==> config.mk <==
export PLATFORM = sky130hd
export DESIGN_NAME = led_blink_arbiter
export DESIGN_NICKNAME = d
export VERILOG_FILES = /design/src/rtl/led_blink_arbiter_pkg.sv /design/src/rtl/ms_tick_gen.sv /design/src/rtl/led_blink_arbiter.sv
export SDC_FILE = /design/constraint.sdc
export NUM_CORES = 1
export LEC_CHECK = 0
export CAP_MARGIN = 20
export CORE_ASPECT_RATIO = 0.9
export CORE_UTILIZATION = 50
export DETAILED_ROUTE_END_ITERATION = 10
export MAX_ROUTING_LAYER = met4
export PLACE_DENSITY = 0.84
export SKIP_LAST_GASP = 1
export SLEW_MARGIN = 40
export SYNTH_ARGS = -nofsm -noshare
export SYNTH_HDL_FRONTEND = slang
export SYNTH_SLANG_ARGS = --single-unit
==> constraint.sdc <==
create_clock -name clock -period 6.6 [get_ports clock]
set_input_delay 1.65 -clock clock [delete_from_list [all_inputs] [get_ports clock]]
set_output_delay 1.65 -clock clock [all_outputs]
set_load 0.01 [all_outputs]
==> src/rtl/led_blink_arbiter_pkg.sv <==
// led_blink_arbiter_pkg: FSM encodings, time base constants and width helper shared by the LED arbiter.
package led_blink_arbiter_pkg;
   typedef enum logic [2:0] {
      ST_IDLE = 3'd0,
      ST_ON   = 3'd1,
      ST_OFF  = 3'd2,
      ST_GAP  = 3'd3,
      ST_DONE = 3'd4
   } state_t;
   localparam int MS_PER_S = 1000;
   function automatic int safe_clog2(input int n);
      return (n > 1) ? $clog2(n) : 1;
   endfunction
endpackage

==> src/rtl/ms_tick_gen.sv <==
// ms_tick_gen: one-cycle tick every CLOCK_FREQ/1000 cycles, restartable by clear.
module ms_tick_gen
   import led_blink_arbiter_pkg::*;
#(
   parameter int CLOCK_FREQ = 24_000_000
) (
   input  logic clock,
   input  logic reset,
   input  logic clear,
   output logic tick
);
   localparam int TPM = CLOCK_FREQ / MS_PER_S;
   localparam int TW = safe_clog2(TPM);
   logic [TW-1:0] cnt;
   assign tick = (cnt == TW'(TPM - 1));
   always_ff @(posedge clock or posedge reset)
      if (reset) cnt <= '0;
      else cnt <= (clear || tick) ? '0 : cnt + 1'b1;
endmodule

==> src/rtl/led_blink_arbiter.sv <==
// led_blink_arbiter: shares one LED among NUM_REQ sources, each requesting a burst of blinks.
// Define LED_BLINK_ARBITER_RR_EN for round-robin arbitration; default is fixed priority.
module led_blink_arbiter
   import led_blink_arbiter_pkg::*;
#(
   parameter int CLOCK_FREQ = 24_000_000,
   parameter int NUM_REQ = 4,
   parameter int CNT_W = 4,
   parameter int ON_MS = 200,
   parameter int OFF_MS = 200,
   parameter int GAP_MS = 1000,
   localparam int ID_W = safe_clog2(NUM_REQ)
) (
   input  logic                     clock,
   input  logic                     reset,
   input  logic [NUM_REQ-1:0]       req,
   input  logic [NUM_REQ*CNT_W-1:0] req_count,
   output logic [NUM_REQ-1:0]       ack,
   output logic                     busy,
   output logic [ID_W-1:0]          grant_id,
   output logic                     led
);
   localparam logic [15:0] ON_L = 16'(ON_MS - 1);
   localparam logic [15:0] OFF_L = 16'(OFF_MS - 1);
   localparam logic [15:0] GAP_L = 16'(GAP_MS - 1);
   state_t state, next;
   logic [CNT_W-1:0] blinks;
   logic [CNT_W-1:0] counts [NUM_REQ];
   logic [15:0] ms_cnt, limit;
   logic [ID_W-1:0] winner, cand, start;
   logic tick, clear, phase_done, owner_req;

   ms_tick_gen #(.CLOCK_FREQ(CLOCK_FREQ)) u_tick (
      .clock(clock),
      .reset(reset),
      .clear(clear),
      .tick (tick)
   );

`ifdef LED_BLINK_ARBITER_RR_EN
   logic [ID_W-1:0] ptr;
   assign start = ptr;
   // Pointer advances only on a completed burst; aborts leave it untouched.
   always_ff @(posedge clock or posedge reset)
      if (reset) ptr <= '0;
      else if (state == ST_DONE) ptr <= (int'(grant_id) == NUM_REQ - 1) ? '0 : grant_id + 1'b1;
`else
   assign start = '0;
`endif

   always_comb begin
      winner = '0;
      cand = '0;
      for (int i = NUM_REQ - 1; i >= 0; i--) begin
         cand = ID_W'((int'(start) + i) % NUM_REQ);
         if (req[cand]) winner = cand;
      end
   end

   always_comb
      for (int i = 0; i < NUM_REQ; i++) counts[i] = req_count[i*CNT_W +: CNT_W];

   assign owner_req = req[grant_id];
   assign limit = (state == ST_ON) ? ON_L : (state == ST_OFF) ? OFF_L : GAP_L;
   assign phase_done = tick && (ms_cnt == limit);
   assign clear = (next != state) || (state == ST_IDLE);

   always_ff @(posedge clock or posedge reset)
      if (reset) begin
         state <= ST_IDLE;
         led <= 1'b0;
      end else begin
         state <= next;
         led <= (next == ST_ON);
      end

   always_comb begin
      next = state;
      case (state)
         ST_IDLE: next = !(|req) ? ST_IDLE : (counts[winner] == '0) ? ST_GAP : ST_ON;
         ST_ON:   next = !owner_req ? ST_IDLE : phase_done ? ST_OFF : ST_ON;
         ST_OFF:  next = !owner_req ? ST_IDLE : !phase_done ? ST_OFF : (blinks == CNT_W'(1)) ? ST_GAP : ST_ON;
         ST_GAP:  next = !owner_req ? ST_IDLE : phase_done ? ST_DONE : ST_GAP;
         default: next = ST_IDLE;
      endcase
   end

   always_comb begin
      busy = (state != ST_IDLE);
      ack = (state == ST_DONE) ? (NUM_REQ'(1) << grant_id) : '0;
   end

   // Count is captured only at grant so later req_count changes cannot alter a burst.
   always_ff @(posedge clock or posedge reset)
      if (reset) begin
         grant_id <= '0;
         blinks <= '0;
         ms_cnt <= '0;
      end else begin
         ms_cnt <= clear ? '0 : tick ? ms_cnt + 16'd1 : ms_cnt;
         if (state == ST_IDLE && |req) begin
            grant_id <= winner;
            blinks <= counts[winner];
         end else if (next == ST_IDLE) grant_id <= '0;
         if (state == ST_OFF && phase_done) blinks <= blinks - 1'b1;
      end
endmodule

==> results.ini, run 1 <==
[detailed_routing]
wire_per_inst_microns = 13.7
vias = 1825
drt_iter0_markers = 118
vias_per_cell = 5.37
routed_wl_microns = 4640
drc = 0
first_pass_iters = 4
ant_nets = 0

[timing]
rsz0062_at_grt = no
fin_skew_ns = 0.00373
min_period_ns = 3.59
fmax_mhz = 279
post-route-period-util_pct = 54.3
hold_viol = 0
slew_violations = 0
worst_pin_slew_ns = 0.641
finalSetupViolations = 0
relSlewSlack_pct = 56.9
setup_tns_ns = 0

[synth]
synth_commonest_cells = nor2_1, dfrtp_1, nand2_1, xnor2_1, nand3_1
synth.yosys.seq_area_share_pct = 44.8
synth_edf_count = 0
ys_ff_latch = 41
synth_area_leader_cell = dfrtp_1
synth.distinct_cells = 42
syn_nets = 272
yosysTopAreaCellShare_pct = 44.8
synth_area_leaders = dfrtp_1, nor2_1, xnor2_1
yosysWarningCount = 0
synth_flop_cell = dfrtp_1
syn_inst = 246
synth_area_sq_um = 2290
async_flop_share_pct = 100
syn_avg_cell_area_sq_um = 9.31
yosysMostFrequentCell = nor2_1

[critical_path]
critical_path_buf_inv_count = 1
worstSetupEndpointType = flop
path_cells = clkdlybuf4s50_1 -> nor2b_1 -> o21bai_1 -> mux4_2 -> nor3_1 -> nand2_1 -> and4_1
crit_arrival_ns = 3.77
crit_slowest_cell = mux4_2
crit_path_max_fanout = 5
startpoint_type = input pin
cp_slowest_stage_delay_ns = 0.60
crit_family = simple AND/OR/NAND/NOR gates
crit_required_ns = 6.78
critPathKind = input pin to flop

[placement]
port_buffers = 29
place_congestion = 0.859
hpwlAfterDp_microns = 3390
place_area_sq_um = 2640

[layout]
syn_to_final_growth_pct = 20.4
fill_cells = 349
final_area_sq_um = 2760
diodes = 0
drive_gt1_share_pct = 6.43
finish.net_count = 305

[flow_run]
drv_cap = 0

[clocking]
postCtsSetupBuffers = 0
cts_made_buffers = 5
ctsResizeCount = 0
clk_latency_ns = 0.29
h-tree-depth = 2
path_clk_slew_ns = 0.08
cts_buffer_depth = 2
root_buffer = clkbuf_8
hold_buffers = 0
cts_num_sinks = 41
cts_tree = done

[grt]
met1_usage_pct = 28.4
grt_max_degree = 42
grt_util_all_layers_pct = 21.8
busiest_layer = met2
grt_first_pass_wirelength_microns = 7730
gr-usage-met3_pct = 4.73
grt_util_met2_pct = 32.9
grt_overflow = 0
grt_pass1_vias = 1765
antenna_found_initial = 0

[floorplanning]
fp.dieArea_sq_um = 4850
ios = 30
fp.dieW_microns = 73.3
dieHeight_microns = 66.2
core_area_sq_um = 4240
rows = 22
start_util_pct = 54.0

[power]
power.leakage_nw = 1.09
p_per_area_nw_per_um2 = 258
peakVddDrop_mv = 0.134

[min_path]
hold_path.class = flop to flop

[outcome]
outcome = complete, no violations

-- power by group --
group / leakage (nW) / total, mW / switching, mW / internal, mW
sequential: 0.555 / 0.313 / 0.0336 / 0.279
combinational: 0.479 / 0.190 / 0.108 / 0.0812
clock: 0.0585 / 0.209 / 0.0859 / 0.123
total: 1.09 / 0.711 / 0.228 / 0.484
-- per-layer routing --
metal	vias to the layer above	share of wire, %
met5	-	0
met4	0	1.9
met3	10	3.8
met2	45	47
met1	861	47
li1	909	-
-- cell usage in the layout (no fill, tap or decap), drive strengths merged, types with 2 or more instances in the layout --
master and count:
nor3 12, nand4 5, inv 14, a21o 3
nand3 15, and2 3, nand2 23, mux4 5
or3 5, xnor2 18, clkbuf 7, nor2 47
xor2 9, ha 4, and3 3, o21ai 6
nor4 3, dfrtp 41, a21oi 6, o21bai 2
clkdlybuf4s50 29
-- flip-flops by register name, summed over array words and instances (netlist names) --
register	flops
grant_id	2
u_tick.cnt	15
ms_cnt	16
led	1
state	3
blinks	4
-- through the flow --
stage / hold WS, ns / power [mW] / util [%] / worst slack [ns] / cells
2_1_floorplan: 0.455 / 0.433 / - / 3.32 / 246
3_3_place_gp: 0.478 / 0.497 / 62.3 / 2.76 / 332
4_1_cts: 0.519 / 0.718 / 65.0 / 3.01 / 340
3_5_place_dp: 0.508 / 0.505 / 62.3 / 2.71 / 332
6_report: 0.516 / 0.711 / 65.0 / 3.01 / 340
5_1_grt: 0.558 / 0.756 / 65.0 / 2.82 / 340
-- worst paths after layout --
| check | endpoint | cells past startpoint | start | slack (ns) |
|---|---|---|---|---|
| min reg2reg | u_tick.cnt[0] | 1 | u_tick.cnt[0] | 0.52 |
| min | u_tick.cnt[0] | 1 | u_tick.cnt[0] | 0.52 |
| max in group asynchronous | blinks[1] | 3 | reset | 4.48 |
| max reg2reg | led | 6 | u_tick.cnt[6] | 3.65 |
| min in group asynchronous | u_tick.cnt[3] | 3 | reset | 1.77 |
| max | led | 7 | req[3] | 3.01 |
-- cell families after synthesis --
logic type,share of synthesized area [%]
simple gates,26.0
fa+ha+maj,2.19
mux,5.85
buf+inv,3.28
compound gates,7.60
flops,44.8
xor+xnor,10.3
-- area by class of cell --
type                       count  area [sq um]  share of cell area (%)
clock buffer                   7          86.3                    3.13
multi-input combinational    187          1190                    43.1
tap                           60          75.1                    2.72
clock inverter                 1          30.0                    1.09
timing repair buffer          30           298                    10.8
inverter                      14          52.6                    1.91
sequential                    41          1030                    37.2
-- worst reg2reg max path, cell delays in order, from the launching register on --
cell	delay, ns
dfrtp_1	0.43
or4b_1	0.58
or4_4	0.60
a2111oi_4	0.46
mux2_2	0.38
o21ai_0	0.21
and4_1	0.22
Note: power is estimated with default switching activity, not from simulation.
==> run 2: changes to the inputs <==
==> constraint.sdc (replaced) <==
create_clock -name clock -period 3.55 [get_ports clock]
set_input_delay 0.8875 -clock clock [delete_from_list [all_inputs] [get_ports clock]]
set_output_delay 0.8875 -clock clock [all_outputs]
set_load 0.01 [all_outputs]
==> run 2 against run 1 <==
Core utilization fell by 0.80 points. Hold slack got worse by 0.0079 ns. Design area fell by 1.2%. Flip-flop and latch count did not move. Clock power rose by 41%. Clock-buffer cell count fell by 1. Critical path depth fell by 1. Total power rose by 72%. Global-route usage rose by 0.15 points. Critical path type is now flop to flop. Critical endpoint unchanged. Largest power group unchanged.
==> results.ini, run 2 (synthesis results as in run 1) <==
[clocking]
cts_buffer_depth = 2  ; unchanged
h-tree-depth = 2  ; unchanged
path_clk_slew_ns = 0.08  ; about the same
postCtsSetupBuffers = 0  ; unchanged
clk_latency_ns = 0.29  ; about the same
hold_buffers = 0  ; unchanged
cts_tree = done
ctsResizeCount = 0  ; unchanged
cts_num_sinks = 41  ; unchanged
root_buffer = clkbuf_8
cts_made_buffers = 5  ; unchanged

[layout]
finish.net_count = 305  ; unchanged
largest-register = ms_cnt
fill_cells = 373  ; +6.9%
mostFrequentLayoutCell = nor2_1
register_area_sq_um = 1030  ; unchanged
syn_to_final_growth_pct = 18.9
diodes = 0  ; unchanged
final_cell_mix = nor2_1, dfrtp_1, clkdlybuf4s50_1
largest_reg_flops = 16  ; unchanged
drive_gt1_share_pct = 6.43  ; unchanged
reg.largest.list = ms_cnt (16), u_tick.cnt (15), blinks (4)
final_area_sq_um = 2720  ; -1.2%
multiInputGateArea_sq_um = 1190  ; unchanged

[power]
p_per_area_nw_per_um2 = 449  ; +74%
peakVddDrop_mv = 0.210  ; +56%
power.leakage_nw = 1.08  ; -1.2%

[detailed_routing]
first_pass_iters = 4  ; unchanged
ant_nets = 0  ; unchanged
drc = 0  ; unchanged
routed_wl_microns = 4560  ; -1.8%
wire_per_inst_microns = 13.4  ; -1.8%
vias_per_cell = 5.49  ; +2.2%
vias = 1866  ; +2.2%
drt_iter0_markers = 156  ; +32%
route.met3.wl_microns = 185  ; +5.1%
top_layer = met4
met2RoutedLength_microns = 2120  ; -3.6%
met1Wirelength_microns = 2180  ; +0.46%

[grt]
grt_overflow = 0  ; unchanged
grt_max_degree = 42  ; unchanged
grt_first_pass_wirelength_microns = 7800  ; +0.97%
antenna_found_initial = 0  ; unchanged
grt_util_all_layers_pct = 21.9  ; +0.15 points
grt_pass1_vias = 1795  ; +1.7%

[critical_path]
crit_path_end = led
rr_startpoint = u_tick.cnt[6]
r2r-end = led
crit_arrival_ns = 3.19  ; -0.58 ns
crit_path_max_fanout = 5  ; unchanged
startpoint_type = flop
startpoint = u_tick.cnt[6]
critPathKind = flop to flop
worstSetupEndpointType = flop
reg2reg_depth = 6  ; unchanged
crit_required_ns = 3.78  ; -3.00 ns
rrSetupSlack_ns = 0.59  ; -3.06 ns

[timing]
rsz0062_at_grt = no
post-route-period-util_pct = 83.4
finalSetupViolations = 0  ; unchanged
fin_skew_ns = 0.00712  ; +0.00339 ns
slew_violations = 0  ; unchanged
fmax_mhz = 338
hold_viol = 0  ; unchanged
relSlewSlack_pct = 55.2  ; -1.7 points
setup_tns_ns = 0  ; unchanged
worst_pin_slew_ns = 0.670  ; +0.0289 ns
min_period_ns = 2.96

[placement]
port_buffers = 29  ; unchanged
place_congestion = 0.825  ; -3.9%
hpwlAfterDp_microns = 3330  ; -1.7%
place_area_sq_um = 2640  ; unchanged

[floorplanning]
rows = 22  ; unchanged
core_area_sq_um = 4240  ; unchanged
fp.dieW_microns = 73.3  ; unchanged
dieHeight_microns = 66.2  ; unchanged
start_util_pct = 54.0  ; unchanged
fp.dieArea_sq_um = 4850  ; unchanged
ios = 30  ; unchanged

[min_path]
min_from = u_tick.cnt[0]
hold_path.class = flop to flop

[flow_run]
drv_cap = 0  ; unchanged

[outcome]
outcome = complete, no violations

[run 2: cell types whose count changed in the layout (fill, tap and decap cells not counted)]
cell / change
bufinv_16: -1
clkbuf_8: -1
clkinv_2: +2
[run 2: cell type report]
cell class / count / share of cell area, %
clock buffer: 6 / 2.67
clock inverter: 2 / 0.368
inverter: 14 / 1.93
multi-input combinational: 187 / 43.7
sequential: 41 / 37.7
tap: 60 / 2.76
timing repair buffer: 30 / 10.9
[run 2: power breakdown]
| group | switching, mW | internal [mW] | total (mW) |
|---|---|---|---|
| registers | 0.0643 | 0.519 | 0.583 |
| logic | 0.195 | 0.150 | 0.345 |
| clock network | 0.158 | 0.136 | 0.295 |
| total | 0.418 | 0.805 | 1.22 |
[run 2: critical path, cell delays in order (launching register included)]
cell and delay (ns):
dfrtp_1 0.44, or4b_1 0.57, or4_4 0.59, a2111oi_4 0.45, mux2_2 0.38, o21ai_0 0.25
and4_1 0.22
[run 2: how the worst min path moves through the flow]
stage / cells past startpoint / to / slack, ns
final: 1 / u_tick.cnt[0] / 0.51
after global routing: 1 / u_tick.cnt[0] / 0.52
after CTS: 1 / u_tick.cnt[0] / 0.51
after detailed placement: 1 / u_tick.cnt[0] / 0.49
after global placement: 1 / u_tick.cnt[0] / 0.48
after floorplan: 1 / u_tick.cnt[0] / 0.45
[run 2: stage by stage]
| stage | utilization [%] | total power [mW] | hold WS, ns | setup WS, ns | instances |
|---|---|---|---|---|---|
| floorplan | - | 0.804 | 0.455 | 0.815 | 246 |
| global placement | 62.3 | 0.927 | 0.480 | 0.476 | 332 |
| detailed placement | 62.3 | 0.936 | 0.492 | 0.433 | 332 |
| CTS | 64.2 | 1.23 | 0.506 | 0.615 | 340 |
| global route | 64.2 | 1.30 | 0.524 | 0.513 | 340 |
| finish | 64.2 | 1.22 | 0.508 | 0.588 | 340 |
[run 2: per-layer routing]
layer	up-vias	track usage, %
met5	-	-
met4	0	8.17
met3	8	5.34
met2	37	33.8
met1	908	28.1
li1	913	-
==> run 3: changes to the inputs <==
--- a/config.mk
+++ b/config.mk
@@ -7,10 +7,10 @@
 export LEC_CHECK = 0
 export CAP_MARGIN = 20
 export CORE_ASPECT_RATIO = 0.9
-export CORE_UTILIZATION = 50
+export CORE_UTILIZATION = 49
 export DETAILED_ROUTE_END_ITERATION = 10
 export MAX_ROUTING_LAYER = met4
-export PLACE_DENSITY = 0.84
+export PLACE_DENSITY = 0.86
 export SKIP_LAST_GASP = 1
 export SLEW_MARGIN = 40
 export SYNTH_ARGS = -nofsm -noshare
==> constraint.sdc (replaced) <==
create_clock -name clock -period 2.4 [get_ports clock]
set_input_delay 0.6 -clock clock [delete_from_list [all_inputs] [get_ports clock]]
set_output_delay 0.6 -clock clock [all_outputs]
set_load 0.01 [all_outputs]
==> run 3 against run 2 <==
The run now ends with negative setup slack left. First-iteration DRC count decreased by 2.6%. Worst setup slack worse by 0.69 ns. Total power increased by 72%. Clock power up 93%. Core utilization increased by 4.1 points. Clock skew grew 0.0056 ns. Fmax grew 18%. Combinational power up 90%. Largest cell class unchanged. Largest power group unchanged. Highest routed layer unchanged.
==> results.ini, run 3 (synthesis results as in run 1) <==
[outcome]
outcome = finished with violations
violations = negative setup slack

[detailed_routing]
wire_per_inst_microns = 14.7  ; +9.5%
ant_nets = 0  ; unchanged
drc = 0  ; unchanged
drt_iter0_markers = 152  ; -2.6%
vias = 2012  ; +7.8%
first_pass_iters = 4  ; unchanged
vias_per_cell = 5.39  ; -1.7%
routed_wl_microns = 5470  ; +20%

[grt]
grt_overflow = 0  ; unchanged
grt_max_degree = 42  ; unchanged
grt_first_pass_wirelength_microns = 8790  ; +13%
grt_pass1_vias = 1923  ; +7.1%
grt_util_all_layers_pct = 24.8  ; +2.8 points
antenna_found_initial = 0  ; unchanged

[clocking]
clk_latency_ns = 0.30  ; about the same
cts_buffer_depth = 2  ; unchanged
hold_buffers = 0  ; unchanged
cts_tree = done
cts_num_sinks = 41  ; unchanged
h-tree-depth = 2  ; unchanged
cts_made_buffers = 5  ; unchanged
root_buffer = clkbuf_8
path_clk_slew_ns = 0.09  ; about the same

[placement]
port_buffers = 29  ; unchanged
dp_cells = 360  ; +8.4%
pre_cts_ws_ns = -0.154  ; -0.587 ns
hpwlAfterDp_microns = 3670  ; +10%
place_congestion = 0.837  ; +1.4%

[critical_path]
crit_required_ns = 2.59  ; -1.19 ns
crit_arrival_ns = 2.69  ; -0.50 ns
worstSetupEndpointType = flop
rrSetupSlack_ns = -0.10  ; -0.69 ns
startpoint = u_tick.cnt[13]
cp_slowest_stage_delay_ns = 0.54  ; -0.05 ns
cp.depth = 6  ; unchanged
critical_path_buf_inv_count = 0  ; unchanged
r2r-end = led
path_cells = or4b_4 -> or4_4 -> a2111oi_4 -> nand2_2 -> or3_4 -> and4_1
crit_slowest_cell = or4b_4
startpoint_type = flop
crit_family = simple AND/OR/NAND/NOR gates
crit_path_max_fanout = 3  ; -2
critPathKind = flop to flop
crit_path_end = led
rr_startpoint = u_tick.cnt[13]
reg2reg_depth = 6  ; unchanged

[timing]
fmax_mhz = 400  ; +18%
fin_skew_ns = 0.0127  ; +0.00559 ns
post-route-period-util_pct = 104  ; +21 points
slew_violations = 0  ; unchanged
hold_viol = 0  ; unchanged
rsz0062_at_grt = yes
setup_ws_ns = -0.102  ; -0.690 ns
finalSetupViolations = 2  ; +2
relSlewSlack_pct = 66.3  ; +11 points
min_period_ns = 2.50  ; -0.460 ns
worst_pin_slew_ns = 0.502  ; -0.168 ns

[power]
power.leakage_nw = 1.34  ; +24%
p_per_area_nw_per_um2 = 688  ; +53%
peakVddDrop_mv = 0.373  ; +78%

[layout]
largest-register = ms_cnt
reg.largest.list = ms_cnt (16), u_tick.cnt (15), blinks (4)
fill_cells = 335  ; -10%
syn_to_final_growth_pct = 33.2
finish.net_count = 336  ; +10%
multiInputGateArea_sq_um = 1220  ; +2.8%
drive_gt1_share_pct = 19.3  ; +13 points
largest_reg_flops = 16  ; unchanged
register_area_sq_um = 1030  ; +0.24%
mostFrequentLayoutCell = nor2_1
final_cell_mix = nor2_1, dfrtp_1, buf_4
instances_no_fill = 373  ; +9.7%
diodes = 0  ; unchanged

[floorplanning]
rows = 23  ; +4.5%
dieHeight_microns = 66.9  ; +0.98%
fp.dieArea_sq_um = 4950  ; +2.0%
fp.dieW_microns = 74.1  ; +0.99%
ios = 30  ; unchanged
core_area_sq_um = 4460  ; +5.2%
start_util_pct = 51.3  ; -2.7 points

[flow_run]
drv_cap = 0  ; unchanged

[min_path]
hold_path.class = flop to flop

## run 3: cell count changes in the layout (fill, tap and decap cells not counted), moves of 2 or more
cell,previous run,this run
buf_4,1,31
clkdlybuf4s50_1,29,25
dlymetal6s2s_1,0,4
clkinv_2,2,0
dfrtp_1,41,39
dfrtp_2,0,2
nand3_1,15,13
nand3_2,0,2
## run 3: cell type report
cell class / count / area share (%)
multi-input cells: 187 / 40.1
flip-flops and latches: 41 / 33.7
repair buffers: 61 / 18.1
well taps: 62 / 2.54
clock buffers: 5 / 2.26
inverters: 14 / 1.72
clock inverters: 3 / 1.52
## run 3: report_power, final
group	internal, mW	switching (mW)
registers	0.770	0.101
logic	0.310	0.347
clock network	0.311	0.258
total	1.39	0.707
## run 3: worst min path at each step
stage / start / end / cells after the start
after floorplan: u_tick.cnt[0] / u_tick.cnt[0] / 1
after global placement: u_tick.cnt[0] / u_tick.cnt[0] / 1
after detailed placement: u_tick.cnt[0] / u_tick.cnt[0] / 1
after CTS: u_tick.cnt[0] / u_tick.cnt[0] / 1
after global routing: u_tick.cnt[0] / u_tick.cnt[0] / 1
final: u_tick.cnt[0] / u_tick.cnt[0] / 1
## run 3: stage by stage
step                      setup TNS, ns  total power [mW]  cell area (sq um)  hold WS, ns  util, %
after detailed placement         -0.171              1.45               2850        0.494     64.0
after CTS                       -0.0503              2.07               3020        0.513     67.6
after global routing             -0.912              2.21               3050        0.541     68.4
after floorplan                  -0.109              1.20               2290        0.455        -
after global placement           -0.130              1.43               2850        0.483     64.0
final                            -0.144              2.10               3050        0.513     68.4
## run 3: routing by layer
layer	wire (microns)	vias to the layer above	global-route usage, %
met5	0	-	-
met4	96	0	10.1
met3	208	10	4.69
met2	2830	56	40.2
met1	2340	969	30.4
li1	-	977	-
## run 3: timing repair
action	CTS	global route
pin swaps	1	1
setup endpoints to repair	7	11
buffers inserted	4	1
resized for setup	6	8
